<file path="src/rtl/uart_rx_if.sv">
// -----------------------------------------------------------------------------
// uart_rx_if
// Byte-stream interface between the UART receiver and its consumer.
//   rdata   : received byte, LSB = first data bit on the wire
//   rvalid  : rdata holds an unconsumed byte
//   rready  : consumer accepts rdata when rvalid && rready at a clock edge
//   ferr    : one-cycle pulse, stop bit sampled low, byte discarded
//   overrun : one-cycle pulse, byte completed while the buffer was full
// master = receiver side, slave = consumer side.
// -----------------------------------------------------------------------------
interface uart_rx_if;
    logic [7:0] rdata;
    logic       rvalid;
    logic       rready;
    logic       ferr;
    logic       overrun;

    modport master (
        output rdata,
        output rvalid,
        output ferr,
        output overrun,
        input  rready
    );

    modport slave (
        input  rdata,
        input  rvalid,
        input  ferr,
        input  overrun,
        output rready
    );
endinterface

</file>
<file path="src/rtl/uart_rx.sv">
// -----------------------------------------------------------------------------
// uart_rx
// 8N1 UART receiver. The asynchronous rxd line is synchronised, a falling edge
// starts a frame, and every bit is sampled once near its middle. A single-byte
// buffer is presented on a valid/ready interface; framing errors and overruns
// are reported as one-cycle pulses.
// Ports:
//   clk  : system clock
//   rst  : asynchronous active-low reset (0 = reset)
//   rxd  : serial line, idle high, asynchronous to clk
//   rx   : byte-stream interface (master side), see uart_rx_if
// Parameter:
//   WAIT_DIV : clock cycles per UART bit (>= 4)
// -----------------------------------------------------------------------------
module uart_rx #(
    parameter int WAIT_DIV = 5
) (
    input  logic      clk,
    input  logic      rst,
    input  logic      rxd,
    uart_rx_if.master rx
);

    localparam int CW = $clog2(WAIT_DIV);
    localparam logic [CW-1:0] HALF = CW'((WAIT_DIV - 1) / 2);
    localparam logic [CW-1:0] LAST = CW'(WAIT_DIV - 1);

    typedef enum logic [2:0] {
        IDLE,
        START,
        DATA,
        STOP,
        WAIT_HIGH
    } state_t;

    state_t        state_q, state_d;
    logic [CW-1:0] wait_q, wait_d;
    logic [2:0]    bit_q, bit_d;
    logic [7:0]    shift_q, shift_d;
    logic          sync1_q, sync2_q, prev_q;
    logic [2:0]    live_q;
    logic [7:0]    rdata_q, rdata_d;
    logic          rvalid_q, rvalid_d;
    logic          ferr_q, ferr_d;
    logic          ovr_q, ovr_d;

    logic          rxd_s;
    logic          armed;
    logic          byte_done;
    logic          frame_err;
    logic          drain;

    assign rxd_s = sync2_q;
    // The sync flops and prev_q come out of reset as "idle high". Edge
    // detection waits until the whole chain has been refilled from the real
    // line, so a line that is low when reset releases never looks like a
    // fresh start edge.
    assign armed = live_q[2];
    assign drain = rvalid_q && rx.rready;

    // State register and all sequential state
    always_ff @(posedge clk or negedge rst) begin
        if (!rst) begin
            state_q  <= IDLE;
            wait_q   <= '0;
            bit_q    <= '0;
            shift_q  <= '0;
            sync1_q  <= 1'b1;
            sync2_q  <= 1'b1;
            prev_q   <= 1'b1;
            live_q   <= '0;
            rdata_q  <= '0;
            rvalid_q <= 1'b0;
            ferr_q   <= 1'b0;
            ovr_q    <= 1'b0;
        end else begin
            state_q  <= state_d;
            wait_q   <= wait_d;
            bit_q    <= bit_d;
            shift_q  <= shift_d;
            sync1_q  <= rxd;
            sync2_q  <= sync1_q;
            prev_q   <= sync2_q;
            live_q   <= {live_q[1:0], 1'b1};
            rdata_q  <= rdata_d;
            rvalid_q <= rvalid_d;
            ferr_q   <= ferr_d;
            ovr_q    <= ovr_d;
        end
    end

    // Next-state logic: bit timing, deserialisation and frame checks
    always_comb begin
        state_d   = state_q;
        wait_d    = wait_q;
        bit_d     = bit_q;
        shift_d   = shift_q;
        byte_done = 1'b0;
        frame_err = 1'b0;
        case (state_q)
            IDLE: begin
                wait_d = '0;
                if (armed && !rxd_s && prev_q) begin
                    state_d = START;
                end
            end
            START: begin
                if (wait_q == HALF) begin
                    // A line back high at mid start bit was only a glitch.
                    wait_d  = '0;
                    bit_d   = '0;
                    state_d = rxd_s ? IDLE : DATA;
                end else begin
                    wait_d = wait_q + CW'(1);
                end
            end
            DATA: begin
                if (wait_q == LAST) begin
                    wait_d  = '0;
                    shift_d = {rxd_s, shift_q[7:1]};
                    bit_d   = bit_q + 3'd1;
                    if (bit_q == 3'd7) begin
                        state_d = STOP;
                    end
                end else begin
                    wait_d = wait_q + CW'(1);
                end
            end
            STOP: begin
                if (wait_q == LAST) begin
                    wait_d = '0;
                    if (rxd_s) begin
                        byte_done = 1'b1;
                        state_d   = IDLE;
                    end else begin
                        frame_err = 1'b1;
                        state_d   = WAIT_HIGH;
                    end
                end else begin
                    wait_d = wait_q + CW'(1);
                end
            end
            WAIT_HIGH: begin
                // A break holds the line low: report it once, then wait.
                if (rxd_s) begin
                    state_d = IDLE;
                end
            end
            default: state_d = IDLE;
        endcase
    end

    // Output logic: byte buffer, handshake and status pulses
    always_comb begin
        rdata_d  = rdata_q;
        rvalid_d = rvalid_q;
        ferr_d   = frame_err;
        ovr_d    = 1'b0;
        if (drain) begin
            rvalid_d = 1'b0;
        end
        if (byte_done) begin
            // A buffer being drained in this very cycle counts as free.
            if (!rvalid_q || drain) begin
                rdata_d  = shift_q;
                rvalid_d = 1'b1;
            end else begin
                ovr_d = 1'b1;
            end
        end
    end

    assign rx.rdata   = rdata_q;
    assign rx.rvalid  = rvalid_q;
    assign rx.ferr    = ferr_q;
    assign rx.overrun = ovr_q;

endmodule

</file>
<file path="src/flat_wrapper.sv">
// flat-port wrapper written by rule: the top's interface ports become plain ports
module uart_rx_flat 
#(
    parameter int WAIT_DIV = 5
)
  (clk, rst, rxd, rx_rdata, rx_rvalid, rx_ferr, rx_overrun, rx_rready);
  uart_rx_if rx_i ();
  input  logic clk;
  input  logic rst;
  input  logic rxd;
  output wire logic [$bits(rx_i.rdata)-1:0] rx_rdata;
  output wire logic [$bits(rx_i.rvalid)-1:0] rx_rvalid;
  output wire logic [$bits(rx_i.ferr)-1:0] rx_ferr;
  output wire logic [$bits(rx_i.overrun)-1:0] rx_overrun;
  input wire logic [$bits(rx_i.rready)-1:0] rx_rready;
  assign rx_rdata = rx_i.rdata;
  assign rx_rvalid = rx_i.rvalid;
  assign rx_ferr = rx_i.ferr;
  assign rx_overrun = rx_i.overrun;
  assign rx_i.rready = rx_rready;
  uart_rx #(.WAIT_DIV(WAIT_DIV)) u_core (.clk(clk), .rst(rst), .rxd(rxd), .rx(rx_i));
endmodule
</file>
<file path="config.mk">
export PLATFORM = sky130hd
export DESIGN_NAME = uart_rx_flat
export DESIGN_NICKNAME = d
export VERILOG_FILES = /design/src/rtl/uart_rx_if.sv /design/src/rtl/uart_rx.sv /design/src/flat_wrapper.sv
export SDC_FILE = /design/constraint.sdc
export NUM_CORES = 1
export LEC_CHECK = 0
export ABC_AREA = 1
export CORE_MARGIN = 4
export CORE_UTILIZATION = 50
export DETAILED_ROUTE_END_ITERATION = 8
export DONT_BUFFER_PORTS = 1
export GPL_ROUTABILITY_DRIVEN = 0
export HOLD_SLACK_MARGIN = 0.08
export SLEW_MARGIN = 20
export SYNTH_ARGS = -nofsm -noshare
export SYNTH_HDL_FRONTEND = slang
export SYNTH_SLANG_ARGS = --single-unit
</file>
<file path="constraint.sdc">
create_clock -name clk -period 1.5 [get_ports clk]
set_input_delay 0.15 -clock clk [delete_from_list [all_inputs] [get_ports clk]]
set_output_delay 0.15 -clock clk [all_outputs]
set_load 0.005 [all_outputs]
</file>
==> results.json <==
{
  "status": "completed",
  "peakVddDrop_mv": 0.802,
  "final_nets": 178,
  "syn_to_final_growth_pct": 12.0,
  "async_flop_share_pct": 100,
  "die_h_um": 62.8,
  "place_ws_ns": -0.00162,
  "viasPerCell": 4.98,
  "cp-end-kind": "flop",
  "finalNonFillerCells": 201,
  "drt_iter0_markers": 53,
  "cts_tree": "done",
  "final_max_slew_viol_count": 0,
  "antenna_found_initial": 0,
  "die_area_um2": 3940,
  "postLayoutCoreUtil_pct": 59.9,
  "cts_root_buffer": "clkbuf_4",
  "path_class": "reg2reg",
  "syn_nets": 167,
  "grt_pass1_wl_um": 4270,
  "critPathLaunchType": "flop",
  "rows": 19,
  "cts_buffers": 5,
  "worst_hold_path_type": "in2async",
  "rsz0062_at_grt": "true",
  "setup_slack_ns": 0.113,
  "post-cts-setup-buffers": 0,
  "final_common_cell": "nand2_1",
  "syn_area_um2": 1500,
  "yosysSeqAreaShare_pct": 57.0,
  "drtAntennaViolNets": 0,
  "die_x_um": 62.8,
  "syn_area_per_cell_um2": 9.49,
  "path_cells": "inv_1, ha_1, nand2_1, buf_4, nand3_2, nand2_2, nor2_4, nand2_1, nand2_1, inv_1",
  "io_buffers": 0,
  "drc": 0,
  "slowest_delay_ns": 0.41,
  "worst_path_most_repeated_cell": "nand2_1",
  "post-route-min-period_ns": 1.39,
  "drive_gt1_share_pct": 22.4,
  "postSynthCellCount": 158,
  "core_area_um2": 2810,
  "diodes": 0,
  "first_global_vias": 905,
  "overflow": 0,
  "setup_viol": 0,
  "arrival_ns": 1.61,
  "critPathSlowestCell": "dfrtp_1",
  "synthFlopType": "dfrtp_1",
  "clk_latency_ns": 0.33,
  "fin_tns_setup_ns": 0,
  "grt_max_degree": 35,
  "dpl.cell_count": 190,
  "cts_sinks": 34,
  "cp_top_family": "simple AND/OR/NAND/NOR gates",
  "clk_pin_slew_worst_paths_ns": 0.10,
  "leakage_nw": 0.883,
  "yosysUniqueCellTypes": 22,
  "finalClockSkew_ns": 0.00789,
  "fmax_mhz": 721,
  "clock_path_buffers": 2,
  "cp_max_fo": 4,
  "nFillCells": 240,
  "cp_num_buf_inv": 3,
  "start_util_pct": 53.4,
  "fin_crit_sh_pct": 92.5,
  "grtUsageTotal_pct": 14.2,
  "finalHoldViolCount": 0,
  "vias": 1001,
  "required_ns": 1.73,
  "drv_cap": 0,
  "synth_edf_count": 0,
  "totalWireLength_um": 2430,
  "firstDrtPassIters": 4,
  "layout_common_cells": "nand2_1 (49), dfrtp_1 (30), nand3_1 (14)",
  "io_pins": 15,
  "whs_ns": 0.250,
  "place_hpwl_um": 1800,
  "power_density_nw_per_um2": 1720,
  "h-tree-depth": 2,
  "wire_per_inst_um": 12.1,
  "synth_warnings": 0,
  "ys_ff_latch": 34
}
==> worst reg2reg max path: cells and delay by family (launching register included) <==
kind,cells,cell delay (ns)
fa+ha+maj,1,0.13
buf+inv,3,0.30
simple gates,6,0.45
flops,1,0.41
==> cell type report <==
| cell class | count | area [um2] | share of cell area [%] |
|---|---|---|---|
| flip-flops and latches | 34 | 856 | 51.0 |
| multi-input cells | 105 | 587 | 34.9 |
| inverters | 17 | 71.3 | 4.25 |
| repair buffers | 6 | 62.6 | 3.73 |
| clock buffers | 6 | 51.3 | 3.06 |
| well taps | 31 | 38.8 | 2.31 |
| clock inverters | 2 | 12.5 | 0.745 |
==> registers in the layout, indices dropped and copies added, names as in the netlist <==
signal,flops
u_core.rxd_s,1
u_core.rx.rvalid,1
u_core.rx.ferr,1
u_core.wait_q,3
u_core.rx.rdata,8
u_core.prev_q,1
u_core.rx.overrun,1
u_core.bit_q,3
u_core.live_q,3
u_core.shift_q,8
u_core.sync1_q,1
u_core.state_q,3
==> layer usage <==
metal | wire length, um | GRT usage (%)
met1 | 1160 | 20.2
met2 | 1040 | 19.2
met3 | 194 | 5.94
met4 | 37 | 4.96
met5 | 0 | 0
==> stage by stage <==
stage          total power, mW  instance area (um2)
6_report                  2.89                 1680
5_1_grt                   3.15                 1680
4_1_cts                   2.85                 1650
3_5_place_dp              2.29                 1550
3_3_place_gp              2.26                 1550
2_1_floorplan             2.05                 1500
==> timing repair <==
item | in CTS | in global routing
hold buffers | 3 | 0
setup endpoints to repair | 1 | 5
pin swaps | 0 | 1
gates resized for setup | 1 | 7
hold endpoints to repair | 35 | 0
cloned | 0 | 0
==> cell usage after synthesis, types with 2 or more instances <==
cell type / count / share of area, %
inv_2: 2 / 0.50
ha_1: 5 / 4.2
dfstp_2: 3 / 5.3
nand2_4: 3 / 2.3
a21oi_2: 3 / 1.8
o21ai_2: 5 / 2.9
nand3_1: 16 / 5.3
nor2_1: 14 / 3.5
nand2_1: 49 / 12
dfrtp_1: 31 / 52
inv_1: 14 / 3.5
o21ai_0: 3 / 1.0
==> worst paths after layout <==
| path | depth (start not counted) | endpoint | from | slack [ns] |
|---|---|---|---|---|
| setup / recovery | 10 | u_core.state_q[1] | u_core.wait_q[1] | 0.11 |
| hold / removal | 2 | u_core.bit_q[1] | rst | 0.25 |
| setup reg to reg | 10 | u_core.state_q[1] | u_core.wait_q[1] | 0.11 |
| hold reg to reg | 0 | u_core.live_q[2] | u_core.live_q[1] | 0.36 |
| max in group asynchronous | 2 | u_core.sync1_q | rst | 1.00 |
| min in group clk | 3 | u_core.rx.overrun | rx_rready | 0.25 |
==> logic make-up after synthesis <==
logic type               count (synthesis)  share of synthesized area, %
other                                    1                         0.250
adder cells (fa/ha/maj)                  5                          4.17
buffers and inverters                   19                          5.59
AND/OR/NAND/NOR                         86                          26.1
flip-flops                              34                          57.0
XOR/XNOR                                 1                         0.584
AO/OA/AOI/OAI                           12                          6.26
==> power by group <==
part           internal, mW  total [mW]  switching, mW  leakage [nW]
sequential             1.17        1.39          0.224         0.439
clock                 0.225       0.519          0.294        0.0343
combinational         0.381       0.973          0.591         0.410
total                  1.78        2.89           1.11         0.883
Note: power is estimated with default switching activity, not from simulation.
